### config.mk
export PLATFORM = sky130hd
export DESIGN_NAME = branch_resolution_queue
export DESIGN_NICKNAME = d
export VERILOG_FILES = /design/src/rtl/branch_resolution_queue.sv
export SDC_FILE = /design/constraint.sdc
export NUM_CORES = 1
export LEC_CHECK = 0
export BUFFER_PORTS_ARGS = -buffer_cell sky130_fd_sc_hd__buf_2
export CORE_MARGIN = 2
export CORE_UTILIZATION = 56
export CTS_CLUSTER_SIZE = 25
export DETAILED_ROUTE_END_ITERATION = 10
export GPL_ROUTABILITY_DRIVEN = 0
export GPL_TIMING_DRIVEN = 0
export PLACE_DENSITY = 0.8
export RECOVER_POWER = 50
export SYNTH_ARGS = -nofsm -noshare
export SYNTH_HDL_FRONTEND = slang
export SYNTH_SLANG_ARGS = --single-unit
### constraint.sdc
create_clock -name clk -period 4.46 [get_ports clk]
set_input_delay 1.115 -clock clk [delete_from_list [all_inputs] [get_ports clk]]
set_output_delay 1.115 -clock clk [all_outputs]
set_load 0.005 [all_outputs]
### src/rtl/branch_resolution_queue.sv
// Branch resolution queue: in-order FIFO of predicted branches, resolved oldest-first by execute.
// Optional saturating resolve/mispredict counters are compiled in when BRQ_STATS_EN is defined.

package brq_pkg;
  typedef enum logic [1:0] {
    no_take     = 2'd0,
    take_weak   = 2'd1,
    take_strong = 2'd2,
    take_always = 2'd3
  } prediction_choice;
endpackage

module branch_resolution_queue #(
  parameter int DEPTH = 4
) (
  input  logic                       clk,
  input  logic                       reset,
  input  logic                       pipeline_en,
  input  logic                       push_valid,
  input  logic [31:0]                push_pc,
  input  brq_pkg::prediction_choice  push_pred,
  input  logic [31:0]                push_target,
  output logic                       full,
  output logic                       empty,
  output logic [$clog2(DEPTH):0]     count,
  input  logic                       resolve_valid,
  input  logic                       resolve_taken,
  input  logic [31:0]                resolve_target,
  output logic                       update_valid,
  output logic [31:0]                update_pc,
  output logic                       update_taken,
  output logic                       mispredict,
  output logic [31:0]                redirect_pc,
  output logic                       protocol_err,
  output logic [31:0]                stat_resolved,
  output logic [31:0]                stat_mispred
);

  localparam int PW = $clog2(DEPTH);
  localparam int CW = PW + 1;
  localparam logic [CW-1:0] FULL_COUNT = CW'(DEPTH);

  logic [31:0]   pcMem_q   [DEPTH];
  logic          predMem_q [DEPTH];
  logic [31:0]   tgtMem_q  [DEPTH];

  logic [PW-1:0] head_q, head_d;
  logic [PW-1:0] tail_q, tail_d;
  logic [CW-1:0] count_q, count_d;

  logic          updValid_q, updValid_d;
  logic [31:0]   updPc_q, updPc_d;
  logic          updTaken_q, updTaken_d;
  logic          misp_q, misp_d;
  logic [31:0]   redirect_q, redirect_d;
  logic          protoErr_q, protoErr_d;

  logic          isFull, isEmpty;
  logic          doPop, doPush, mispNow, protoErrNow;
  logic [31:0]   headPc, headTgt;
  logic          headPred;

  assign isFull   = (count_q == FULL_COUNT);
  assign isEmpty  = (count_q == '0);
  assign headPc   = pcMem_q[head_q];
  assign headPred = predMem_q[head_q];
  assign headTgt  = tgtMem_q[head_q];

  assign doPop   = resolve_valid & pipeline_en & ~isEmpty;
  assign mispNow = doPop & ((headPred != resolve_taken) |
                            (resolve_taken & headPred & (headTgt != resolve_target)));
  // A full queue still accepts a push when the same edge pops; a mispredict squashes it as wrong-path.
  assign doPush  = push_valid & pipeline_en & (~isFull | doPop) & ~mispNow;
  assign protoErrNow = pipeline_en & ((push_valid & isFull & ~doPop) | (resolve_valid & isEmpty));

  always_comb begin
    head_d     = head_q;
    tail_d     = tail_q;
    count_d    = count_q;
    updValid_d = doPop;
    updPc_d    = updPc_q;
    updTaken_d = updTaken_q;
    misp_d     = mispNow;
    redirect_d = redirect_q;
    protoErr_d = protoErr_q | protoErrNow;

    if (mispNow) begin
      head_d  = '0;
      tail_d  = '0;
      count_d = '0;
    end else begin
      if (doPop)  head_d = head_q + PW'(1);
      if (doPush) tail_d = tail_q + PW'(1);
      case ({doPush, doPop})
        2'b10:   count_d = count_q + CW'(1);
        2'b01:   count_d = count_q - CW'(1);
        default: count_d = count_q;
      endcase
    end

    if (doPop) begin
      updPc_d    = headPc;
      updTaken_d = resolve_taken;
      redirect_d = resolve_taken ? resolve_target : headPc + 32'd4;
    end
  end

  always_ff @(posedge clk) begin
    if (reset) begin
      head_q     <= '0;
      tail_q     <= '0;
      count_q    <= '0;
      updValid_q <= 1'b0;
      updPc_q    <= '0;
      updTaken_q <= 1'b0;
      misp_q     <= 1'b0;
      redirect_q <= '0;
      protoErr_q <= 1'b0;
    end else begin
      head_q     <= head_d;
      tail_q     <= tail_d;
      count_q    <= count_d;
      updValid_q <= updValid_d;
      updPc_q    <= updPc_d;
      updTaken_q <= updTaken_d;
      misp_q     <= misp_d;
      redirect_q <= redirect_d;
      protoErr_q <= protoErr_d;
    end
  end

  // Entry storage carries no reset; occupancy is tracked solely by the pointers and count.
  always_ff @(posedge clk) begin
    if (doPush && !reset) begin
      pcMem_q[tail_q]   <= push_pc;
      predMem_q[tail_q] <= (push_pred != brq_pkg::no_take);
      tgtMem_q[tail_q]  <= push_target;
    end
  end

`ifdef BRQ_STATS_EN
  logic [31:0] statRes_q, statMisp_q;

  always_ff @(posedge clk) begin
    if (reset) begin
      statRes_q  <= '0;
      statMisp_q <= '0;
    end else begin
      if (doPop && (statRes_q != 32'hFFFF_FFFF))
        statRes_q <= statRes_q + 32'd1;
      if (mispNow && (statMisp_q != 32'hFFFF_FFFF))
        statMisp_q <= statMisp_q + 32'd1;
    end
  end

  assign stat_resolved = statRes_q;
  assign stat_mispred  = statMisp_q;
`else
  assign stat_resolved = '0;
  assign stat_mispred  = '0;
`endif

  assign full         = isFull;
  assign empty        = isEmpty;
  assign count        = count_q;
  assign update_valid = updValid_q;
  assign update_pc    = updPc_q;
  assign update_taken = updTaken_q;
  assign mispredict   = misp_q;
  assign redirect_pc  = redirect_q;
  assign protocol_err = protoErr_q;

endmodule

; After elaboration in Yosys (flattened, before gate mapping)
; Memories as Yosys holds them, arrays and structs flattened. A register that Yosys moved wholly into a read port is not among the register bits.
; Index checks and enable logic that the tools add are counted.
[op_classes]
n_mux = 10
n_bitwise = 20
eq_ne = 5
n_reduce_logical = 6
n_addsub = 5
[op_table]
columns = op, n
row1 = "32-bit by 3-bit adder with 32-bit output, second input constant", 1
row2 = 32-bit 2-to-1 mux, 1
row3 = 32-bit inequality test, 1
row4 = 1-bit bitwise AND, 12
row5 = 2-bit 2-to-1 mux, 6
row6 = 3-bit one-hot mux with 2 select lines, 1
row7 = "2-bit by 1-bit adder with 2-bit output, second input constant", 2
row8 = 1-bit inverter, 4
row9 = 1-bit bitwise OR, 4
row10 = 2-bit nonzero test, 2
row11 = "3-bit by 1-bit adder with 3-bit output, second input constant", 1
row12 = "3-bit == test, second input constant", 1
row13 = 3-bit zero test, 1
row14 = "3-bit by 1-bit subtractor with 3-bit output, second input constant", 1
row15 = "2-bit by 1-bit == test with 1-bit output, second input constant", 1
row16 = "2-bit == test, second input constant", 1
row17 = 1-bit 2-to-1 mux, 2
row18 = 2-bit OR reduction, 1
row19 = 1-bit logical AND, 1
row20 = 1-bit zero test, 1
row21 = 1-bit inequality test, 1
[word_totals]
ff_bits = 75
inputBits = 104
memories = 3
out_inout_bits = 137
ramBits = 260
elab_cells = 58
[memory_table]
columns = memory, words, word_bits, read_ports, rd_clocked_by_memory_dff, wr, line
row1 = pcMem_q, 4, 32, 1, 1, 1, 43  ; logic [31:0] pcMem_q [DEPTH];
row2 = tgtMem_q, 4, 32, 1, 1, 1, 45  ; logic [31:0] tgtMem_q [DEPTH];
row3 = predMem_q, 4, 1, 1, 1, 1, 44  ; logic predMem_q [DEPTH];

; Longest topological paths before layout
; Gate-level depths: netlist (run 1).
[depth]
depth_word = 9
mapped_depth = 17
depth_no_buf = 14

; Worst setup path before layout (run 1)
; No wires, ideal clock.
[synth_path]
path_type = reg-to-reg
startpoint = register (tool-made name)
endpoint = memory pcMem_q[0][0] (enable)
setup_slack_ps = 340
t_arrival_ps = 3691
t_required_ps = 4032
stages_incl_launch_ff = 11
synth_period_minus_slack_ps = 4120
path_cell_list = dfxtp_1 > buf_6 > buf_6 > mux4_2 > xnor2_1 > nand4_1 > nor4_1 > a21boi_1 > o21ai_2 > buf_4 > and4_1
[synth_lines]
columns = element, line
row1 = "end, declared", 43

==> results_dict.tcl, run 1 <==
set metrics [dict create \
    die_w_microns 162 \
    die_area_sq_um 26200 \
    ant_nets 0 \
    grt-ovfl-total 0 \
    startpoint_type "flop" \
    synth_commonest_cells "edfxtp_1, nand2_1, dfxtp_1, buf_4, mux4_2" \
    htree_levels 2 \
    synth_ff_type "edfxtp_1" \
    wl_microns 33900 \
    ys_async_sr_fraction_pct 0 \
    routedWlPerCell_microns 21.8 \
    cts_resized 0 \
    arrival_ps 4410 \
    grt_pass1_vias 8398 \
    final_nets 1310 \
    cts_tree "built" \
    avgSynthCellArea_sq_um 15.2 \
    avgViaCountPerCell 5.59 \
    postCtsSetupRepairBufs 0 \
    final_util_pct 68.0 \
    insertion_delay_ps 520 \
    endpoint_kind "flop" \
    synth_edf_count 260 \
    rows 57 \
    critical-path-slowest-cell "clkbuf_1" \
    power_w 0.00708 \
    cts-root-buf "clkbuf_16" \
    fin_skew_ps 18.9 \
    ys_seq_area_share_pct 67.1 \
    start_util_pct 57.1 \
    tns_ps 0 \
    crit_type "reg2reg" \
    rsz0062_at_grt "no" \
    drive_gt1_share_pct 23.6 \
    syn_to_final_growth_pct 19.0 \
    grt_pass1_wl_microns 49600 \
    setup_viol 0 \
    track_usage_pct 25.5 \
    status "completed" \
    grt_max_degree 41 \
    synth.distinct_cells 50 \
    path_cells "buf_2, clkbuf_1, mux4_2, xnor2_1, nand4_1, nor4_1, a21boi_1, o21ai_2, buf_4, and4_4, buf_12" \
    hpwlAfterDp_microns 23800 \
    synth.area.top_cells "edfxtp_1, dfxtp_1, mux4_2" \
    post-route-period-util_pct 94.3 \
    multi_input_area_sq_um 4060 \
    die_h_microns 162 \
    vias 8685 \
    hold_viol 0 \
    comb_power_share_pct 9.2 \
    critPathMaxStageDelay_ps 570 \
    nFillCells 1716 \
    syn_area_sq_um 13900 \
    drc_errors 0 \
    drv_slew 0 \
    core_area_sq_um 24400 \
    yosysTopAreaCellShare_pct 56.0 \
    p_clk_share_pct 41.6 \
    cts.clk_slew.worst_paths_ps 60 \
    worst_pin_slew_ps 1190 \
    p_switching_w 0.00157 \
    seq_power_share_pct 49.3 \
    fmax_ghz 0.238 \
    p_sw_share_pct 22.2 \
    first_iter_violations 818 \
    cts_sinks 337 \
    cts_max_path_buffers 3 \
    path_buf_inv 4 \
    power_density_nw_per_um2 427 \
    intPower_w 0.00551 \
    dr.pass1.iters 6 \
    critPathMaxFanout 38 \
    min_path_type "reg2reg" \
    regArea_sq_um 9350 \
    min_period_ps 4210 \
    io_pins 241 \
    synth_most_common_cell "edfxtp_1" \
    antenna_found_initial 5 \
    cts_hold_buf 0 \
    slew_headroom_pct 20.3 \
    post-route-cell-area_sq_um 16600 \
    ir_worst_vdd_v 0.000349 \
    cap_viol_max_count 0 \
    p_leak_nw 5.75 \
    cp_top_family "buffers and inverters" \
    portBuffers 176 \
    dpl_cell_area_sq_um 15600 \
    synth_seq_cells 337 \
    crit_required_ps 4660 \
    cts_buffers 34 \
    syn_inst 919 \
    ys_warn_count 0 \
    r2r_slack_ps 250 \
    netlist.top_cell.by_area "edfxtp_1" \
]
-- worst reg2reg max path: stages (launching register included) --
cell and delay, ps:
dfxtp_1 330, buf_2 330, clkbuf_1 580, mux4_2 430
xnor2_1 310, nand4_1 130, nor4_1 310, a21boi_1 150
o21ai_2 220, buf_4 210, and4_4 560, buf_12 310
-- metrics by stage --
step	hold slack, ps	worst slack, ps	instances
floorplan	448	340	982
global placement	444	-1500	1482
detailed placement	443	333	1486
CTS	452	295	1547
global route	471	99.5	1551
finish	455	253	1553
-- power by group through the flow --
stage / logic, W / registers [W] / clock network (W)
global route: 0.000701 / 0.00349 / 0.00309
detailed placement: 0.000652 / 0.00355 / 0
global placement: 0.000635 / 0.00355 / 0
CTS: 0.000659 / 0.00349 / 0.00295
finish: 0.000649 / 0.00349 / 0.00294
floorplan: 0.000404 / 0.00355 / 0
-- cell usage in the layout (no fill, tap or decap), types with 5 or more instances in the layout --
cell / instances
a31oi_1: 11
buf_4: 66
nand4_1: 13
mux4_2: 65
edfxtp_1: 260
nand2_1: 126
dfxtp_1: 77
nand3_1: 19
a21oi_1: 52
ha_1: 7
o21ai_0: 13
buf_2: 77
and3_1: 18
xnor2_1: 57
nor3_1: 7
nor2_1: 15
o22ai_1: 5
clkbuf_1: 142
diode_2: 6
conb_1: 64
xor2_1: 7
inv_1: 13
clkbuf_16: 35
clkbuf_8: 6
-- state kept, by name, summed over array words and instances (netlist names), 2 cells and up, named ones only --
register,cells
redirect_pc,32
count,3
update_pc,32
predMem_q,4
pcMem_q,128
head_q,2
tgtMem_q,128
tail_q,2
-- cell families (layout without fill, tap and decap cells) --
kind of cell | after synthesis | in the layout | synth area share [%]
flip-flops | 337 | 337 | 67.1
AND/OR/NAND/NOR | 224 | 224 | 8.00
buffers and inverters | 121 | 362 | 5.46
AO/OA/AOI/OAI | 96 | 96 | 3.92
multiplexers | 68 | 68 | 10.7
XOR/XNOR | 64 | 64 | 4.02
adder cells (fa/ha/maj) | 8 | 8 | 0.772
other | 1 | 70 | 0.0269
-- cell type report --
cell class              count  area share [%]
clock buffers              51            6.00
plain buffers             107            4.26
multi-input cells         524            24.5
well taps                 324            2.44
clock inverters            10           0.958
inverters                  14           0.317
repair buffers            180            5.06
flip-flops and latches    337            56.4
diodes                      6          0.0905
-- layer usage --
metal | global-route usage (%) | share of wire (%) | vias up
li1 | - | - | 3879
met1 | 34.0 | 38 | 4273
met2 | 41.1 | 48 | 448
met3 | 5.75 | 9.8 | 85
met4 | 10.7 | 4.5 | 0
met5 | 0 | 0 | -
-- worst paths after layout --
kind | end | depth (start not counted) | startpoint
min reg2reg | update_pc[1] | 2 | update_pc[1]
max reg2reg | pcMem_q[0][20] | 11 | flop
max | pcMem_q[0][20] | 11 | flop
min | update_pc[1] | 2 | update_pc[1]
(Power assumes the default switching activity.)
==> run 2, diff against run 1 <==
--- a/config.mk
+++ b/config.mk
@@ -7,13 +7,14 @@
 export LEC_CHECK = 0
 export BUFFER_PORTS_ARGS = -buffer_cell sky130_fd_sc_hd__buf_2
 export CORE_MARGIN = 2
-export CORE_UTILIZATION = 56
+export CORE_UTILIZATION = 51
 export CTS_CLUSTER_SIZE = 25
 export DETAILED_ROUTE_END_ITERATION = 10
 export GPL_ROUTABILITY_DRIVEN = 0
 export GPL_TIMING_DRIVEN = 0
-export PLACE_DENSITY = 0.8
+export PLACE_DENSITY = 0.82
 export RECOVER_POWER = 50
+export SKIP_CTS_REPAIR_TIMING = 1
 export SYNTH_ARGS = -nofsm -noshare
 export SYNTH_HDL_FRONTEND = slang
 export SYNTH_SLANG_ARGS = --single-unit
==> constraint.sdc (replaced) <==
create_clock -name clk -period 3.5 [get_ports clk]
set_input_delay 0.875 -clock clk [delete_from_list [all_inputs] [get_ports clk]]
set_output_delay 0.875 -clock clk [all_outputs]
set_load 0.005 [all_outputs]
==> results_dict.tcl, run 2 (same netlist as run 1, synthesis figures left out) <==
set metrics [dict create \
    status "complete, but fails checks" \
    failed_checks "negative setup slack" \
    post_layout_nonfiller_instances 1607 \
    die_w_microns 169 \
    startpoint_type "flop" \
    vias 9112 \
    htree_levels 2 \
    final_cell_mix "edfxtp_1, nand2_1, buf_2, clkbuf_1, buf_4" \
    cts_buffers 35 \
    tns_ps -37120 \
    rsz0062_at_grt "yes" \
    arrival_ps 4230 \
    cap_viol_max_count 0 \
    grt-ovfl-total 0 \
    rows 60 \
    fmax_ghz 0.265 \
    ir_worst_vdd_v 0.000472 \
    place_ws_ps -827 \
    drc_errors 0 \
    r2r_slack_ps -280 \
    syn_to_final_growth_pct 23.9 \
    cts_tree "built" \
    reg2reg_to "count[2]" \
    first_iter_violations 884 \
    reg_top3 "pcMem_q: 128 flops, tgtMem_q: 128 flops" \
    antenna_found_initial 6 \
    cts_sinks 337 \
    path_cells "buf_12, buf_12, mux4_2, xnor2_1, nand4_1, nor4_2, a21boi_2, o21ai_2, buf_6, nand2_4, ha_4, buf_4, buf_4, xor2_1, nor2_1, xor2_1, and3_1" \
    final_nets 1345 \
    setup_viol 195 \
    portBuffers 176 \
    fin_ws_ps -279 \
    start_util_pct 51.9 \
    post-route-period-util_pct 108 \
    dr.pass1.iters 6 \
    cp.depth 17 \
    fin_skew_ps 31.0 \
    hold_viol 0 \
    insertion_delay_ps 530 \
    hold_slack_ps 453 \
    cts-root-buf "clkbuf_16" \
    hp-start "update_pc[5]" \
    path_buf_inv 5 \
    grt_pass1_vias 8660 \
    min_path_type "reg2reg" \
    power_w 0.00929 \
    critPathMaxStageDelay_ps 540 \
    io_pins 241 \
    die_h_microns 169 \
    core_area_sq_um 26900 \
    endpoint_kind "flop" \
    grt_pass1_wl_microns 51700 \
    slew_headroom_pct 16.2 \
    cp_top_family "simple AND/OR/NAND/NOR gates" \
    cp-endpoint "count[2]" \
    crit_type "reg2reg" \
    ant_nets 0 \
    power_density_nw_per_um2 538 \
    grt_max_degree 47 \
    wl_microns 37000 \
    critical-path-slowest-cell "mux4_2" \
    layout.cells.most_common "edfxtp_1" \
    cts_max_path_buffers 3 \
    critPathMaxFanout 10 \
    routedWlPerCell_microns 23.0 \
    r2r_cells 17 \
    crit_required_ps 3950 \
    hpwlAfterDp_microns 24700 \
    dp.cells 1503 \
    avgViaCountPerCell 5.67 \
    min_period_ps 3780 \
    die_area_sq_um 28700 \
    p_leak_nw 6.24 \
    cts.clk_slew.worst_paths_ps 60 \
    track_usage_pct 24.5 \
    drive_gt1_share_pct 30.2 \
    worst_pin_slew_ps 1260 \
    drv_slew 0 \
]
[run 2: how the worst min path moves through the flow]
stage	endpoint	slack (ps)	cells past startpoint
after floorplan	redirect_pc[10]	450	2
after global placement	update_pc[5]	440	2
after detailed placement	update_pc[25]	440	2
after CTS	update_pc[25]	450	2
after global routing	update_pc[30]	470	2
final	update_pc[5]	450	2
[run 2: where the power goes]
group	internal (W)	switching [W]	total, W
Combinational	0.000421	0.000520	0.000941
Clock	0.00239	0.00152	0.00390
Sequential	0.00440	0.0000466	0.00445
[run 2: metal layers]
layer  vias up  wire length [microns]  track usage [%]
met4         2                   1670             11.4
met3        92                   4070             6.67
met1      4469                  13800             31.3
li1       3962                      -                -
met2       587                  17400             39.2
met5         -                     13                0
[run 2: layout make-up]
cell class / count / area (sq um)
buffer: 107 / 759
timing repair buffer: 212 / 1290
clock buffer: 48 / 966
inverter: 14 / 52.6
tap: 341 / 427
fill: 1885 / 9610
multi-input combinational: 526 / 4160
clock inverter: 16 / 246
antenna: 6 / 15.0
sequential: 337 / 9350
[run 2: tightest hold or removal path: stages, from the launching register on]
cell and delay, ps:
dfxtp_1 310, nand2_1 50, a21oi_1 50
[run 2: per-stage QoR]
stage	utilization [%]	cell area, sq um
2_1_floorplan	-	14200
3_3_place_gp	57.6	15500
3_5_place_dp	58.0	15600
4_1_cts	62.5	16800
5_1_grt	64.2	17300
6_report	64.2	17300
==> run 3, diff against run 2 <==
--- a/config.mk
+++ b/config.mk
@@ -5,8 +5,9 @@
 export SDC_FILE = /design/constraint.sdc
 export NUM_CORES = 1
 export LEC_CHECK = 0
+export ABC_CLOCK_PERIOD_IN_PS = 3500
 export BUFFER_PORTS_ARGS = -buffer_cell sky130_fd_sc_hd__buf_2
-export CORE_MARGIN = 2
+export CORE_MARGIN = 3
 export CORE_UTILIZATION = 51
 export CTS_CLUSTER_SIZE = 25
 export DETAILED_ROUTE_END_ITERATION = 10
==> results_dict.tcl, run 3 (same netlist as run 1, synthesis figures left out) <==
set metrics [dict create \
    status "complete, but fails checks" \
    failed_checks "negative setup slack" \
    track_usage_pct 23.3 \
    slew_headroom_pct 11.3 \
    crit_required_ps 3900 \
    first_iter_violations 950 \
    io_pins 241 \
    endpoint_kind "flop" \
    cts.clk_slew.worst_paths_ps 60 \
    critPathMaxStageDelay_ps 560 \
    r2r_cells 17 \
    dp.cells 1497 \
    routedWlPerCell_microns 22.9 \
    cts_sinks 337 \
    layout.cells.most_common "edfxtp_1" \
    cts-root-buf "clkbuf_16" \
    reg2reg_to "count[2]" \
    cp_top_family "simple AND/OR/NAND/NOR gates" \
    path_buf_inv 4 \
    grt_pass1_vias 8374 \
    wl_microns 36400 \
    drc_errors 0 \
    final_nets 1337 \
    grt_pass1_wl_microns 50600 \
    hold_viol 0 \
    cts_max_path_buffers 3 \
    path_cells "buf_12, buf_12, mux4_2, xnor2_2, nand4_1, nor4_2, a21boi_2, o21ai_2, buf_6, nand2_4, ha_4, inv_2, fa_2, xor2_1, nor2_1, xor2_1, and3_1" \
    grt_max_degree 43 \
    ir_worst_vdd_v 0.000405 \
    rows 59 \
    cp.depth 17 \
    reg_top3 "pcMem_q: 128 flops, tgtMem_q: 128 flops" \
    portBuffers 176 \
    crit_type "reg2reg" \
    p_leak_nw 5.83 \
    startpoint_type "flop" \
    avgViaCountPerCell 5.63 \
    die_h_microns 171 \
    htree_levels 2 \
    cts_buffers 35 \
    multi_input_area_sq_um 4180 \
    final_cell_mix "edfxtp_1, clkbuf_1, nand2_1, buf_4, dfxtp_1" \
    post-route-period-util_pct 102 \
    post_layout_nonfiller_instances 1588 \
    critPathMaxFanout 7 \
    critical-path-slowest-cell "mux4_2" \
    core_area_sq_um 26400 \
    place_ws_ps -559 \
    nFillCells 1970 \
    fin_ws_ps -65.5 \
    drive_gt1_share_pct 24.5 \
    hpwlAfterDp_microns 25100 \
    dr.pass1.iters 6 \
    vias 8939 \
    r2r_slack_ps -70 \
    die_area_sq_um 29300 \
    antenna_found_initial 4 \
    min_path_type "reg2reg" \
    start_util_pct 52.7 \
    drv_slew 0 \
    cp-endpoint "count[2]" \
    fin_skew_ps 24.9 \
    regArea_sq_um 9350 \
    ant_nets 0 \
    grt-ovfl-total 0 \
    cts_tree "built" \
    fmax_ghz 0.280 \
    power_density_nw_per_um2 530 \
    rsz0062_at_grt "yes" \
    die_w_microns 171 \
    cap_viol_max_count 0 \
    arrival_ps 3960 \
    worst_pin_slew_ps 1330 \
    insertion_delay_ps 520 \
    min_period_ps 3570 \
    syn_to_final_growth_pct 21.1 \
    setup_viol 2 \
]
run 3: worst min-delay path by stage:
stage	start	end	slack [ps]	depth (start not counted)
finish	update_pc[13]	update_pc[13]	450	2
global route	update_pc[14]	update_pc[14]	470	2
CTS	update_pc[13]	update_pc[13]	450	2
detailed placement	update_pc[13]	update_pc[13]	440	2
global placement	redirect_pc[7]	redirect_pc[7]	440	2
floorplan	redirect_pc[10]	redirect_pc[10]	450	2
run 3: routing by layer:
metal | global-route usage [%] | vias to the layer above | part of all wire (%)
li1 | - | 3927 | -
met1 | 30.7 | 4359 | 37
met2 | 36.4 | 553 | 47
met3 | 7.15 | 94 | 12
met4 | 10.0 | 6 | 4.3
met5 | 0 | - | 0.10
run 3: area by class of cell:
type	instances	share of cell area, %
multi-input cells	528	24.8
plain buffers	107	4.60
clock buffers	46	5.55
flip-flops and latches	337	55.4
inverters	14	0.311
well taps	335	2.48
clock inverters	18	1.01
repair buffers	202	5.87
diodes	1	0.0148
run 3: stage by stage:
step | utilization [%] | hold WS, ps | setup TNS [ps] | instance area [sq um] | total power (W)
floorplan | - | 448 | 0 | 14200 | 0.00504
finish | 63.9 | 453 | -102 | 16900 | 0.00894
CTS | 63.1 | 453 | -89590 | 16700 | 0.00892
global placement | 58.6 | 438 | -302380 | 15500 | 0.00534
detailed placement | 58.9 | 445 | -88620 | 15600 | 0.00537
global route | 63.9 | 467 | -338 | 16900 | 0.00923
run 3: where the power goes:
| part | total [W] | switching [W] | internal (W) | leakage [nW] |
|---|---|---|---|---|
| Combinational | 0.000906 | 0.000514 | 0.000392 | 2.31 |
| Clock | 0.00359 | 0.00148 | 0.00212 | 0.548 |
| Sequential | 0.00444 | 0.0000435 | 0.00440 | 2.97 |
run 3: tightest hold or removal path, cell delays in order, from the launching register on:
cell,delay [ps]
dfxtp_1,310
nand2_1,50
a21oi_1,50
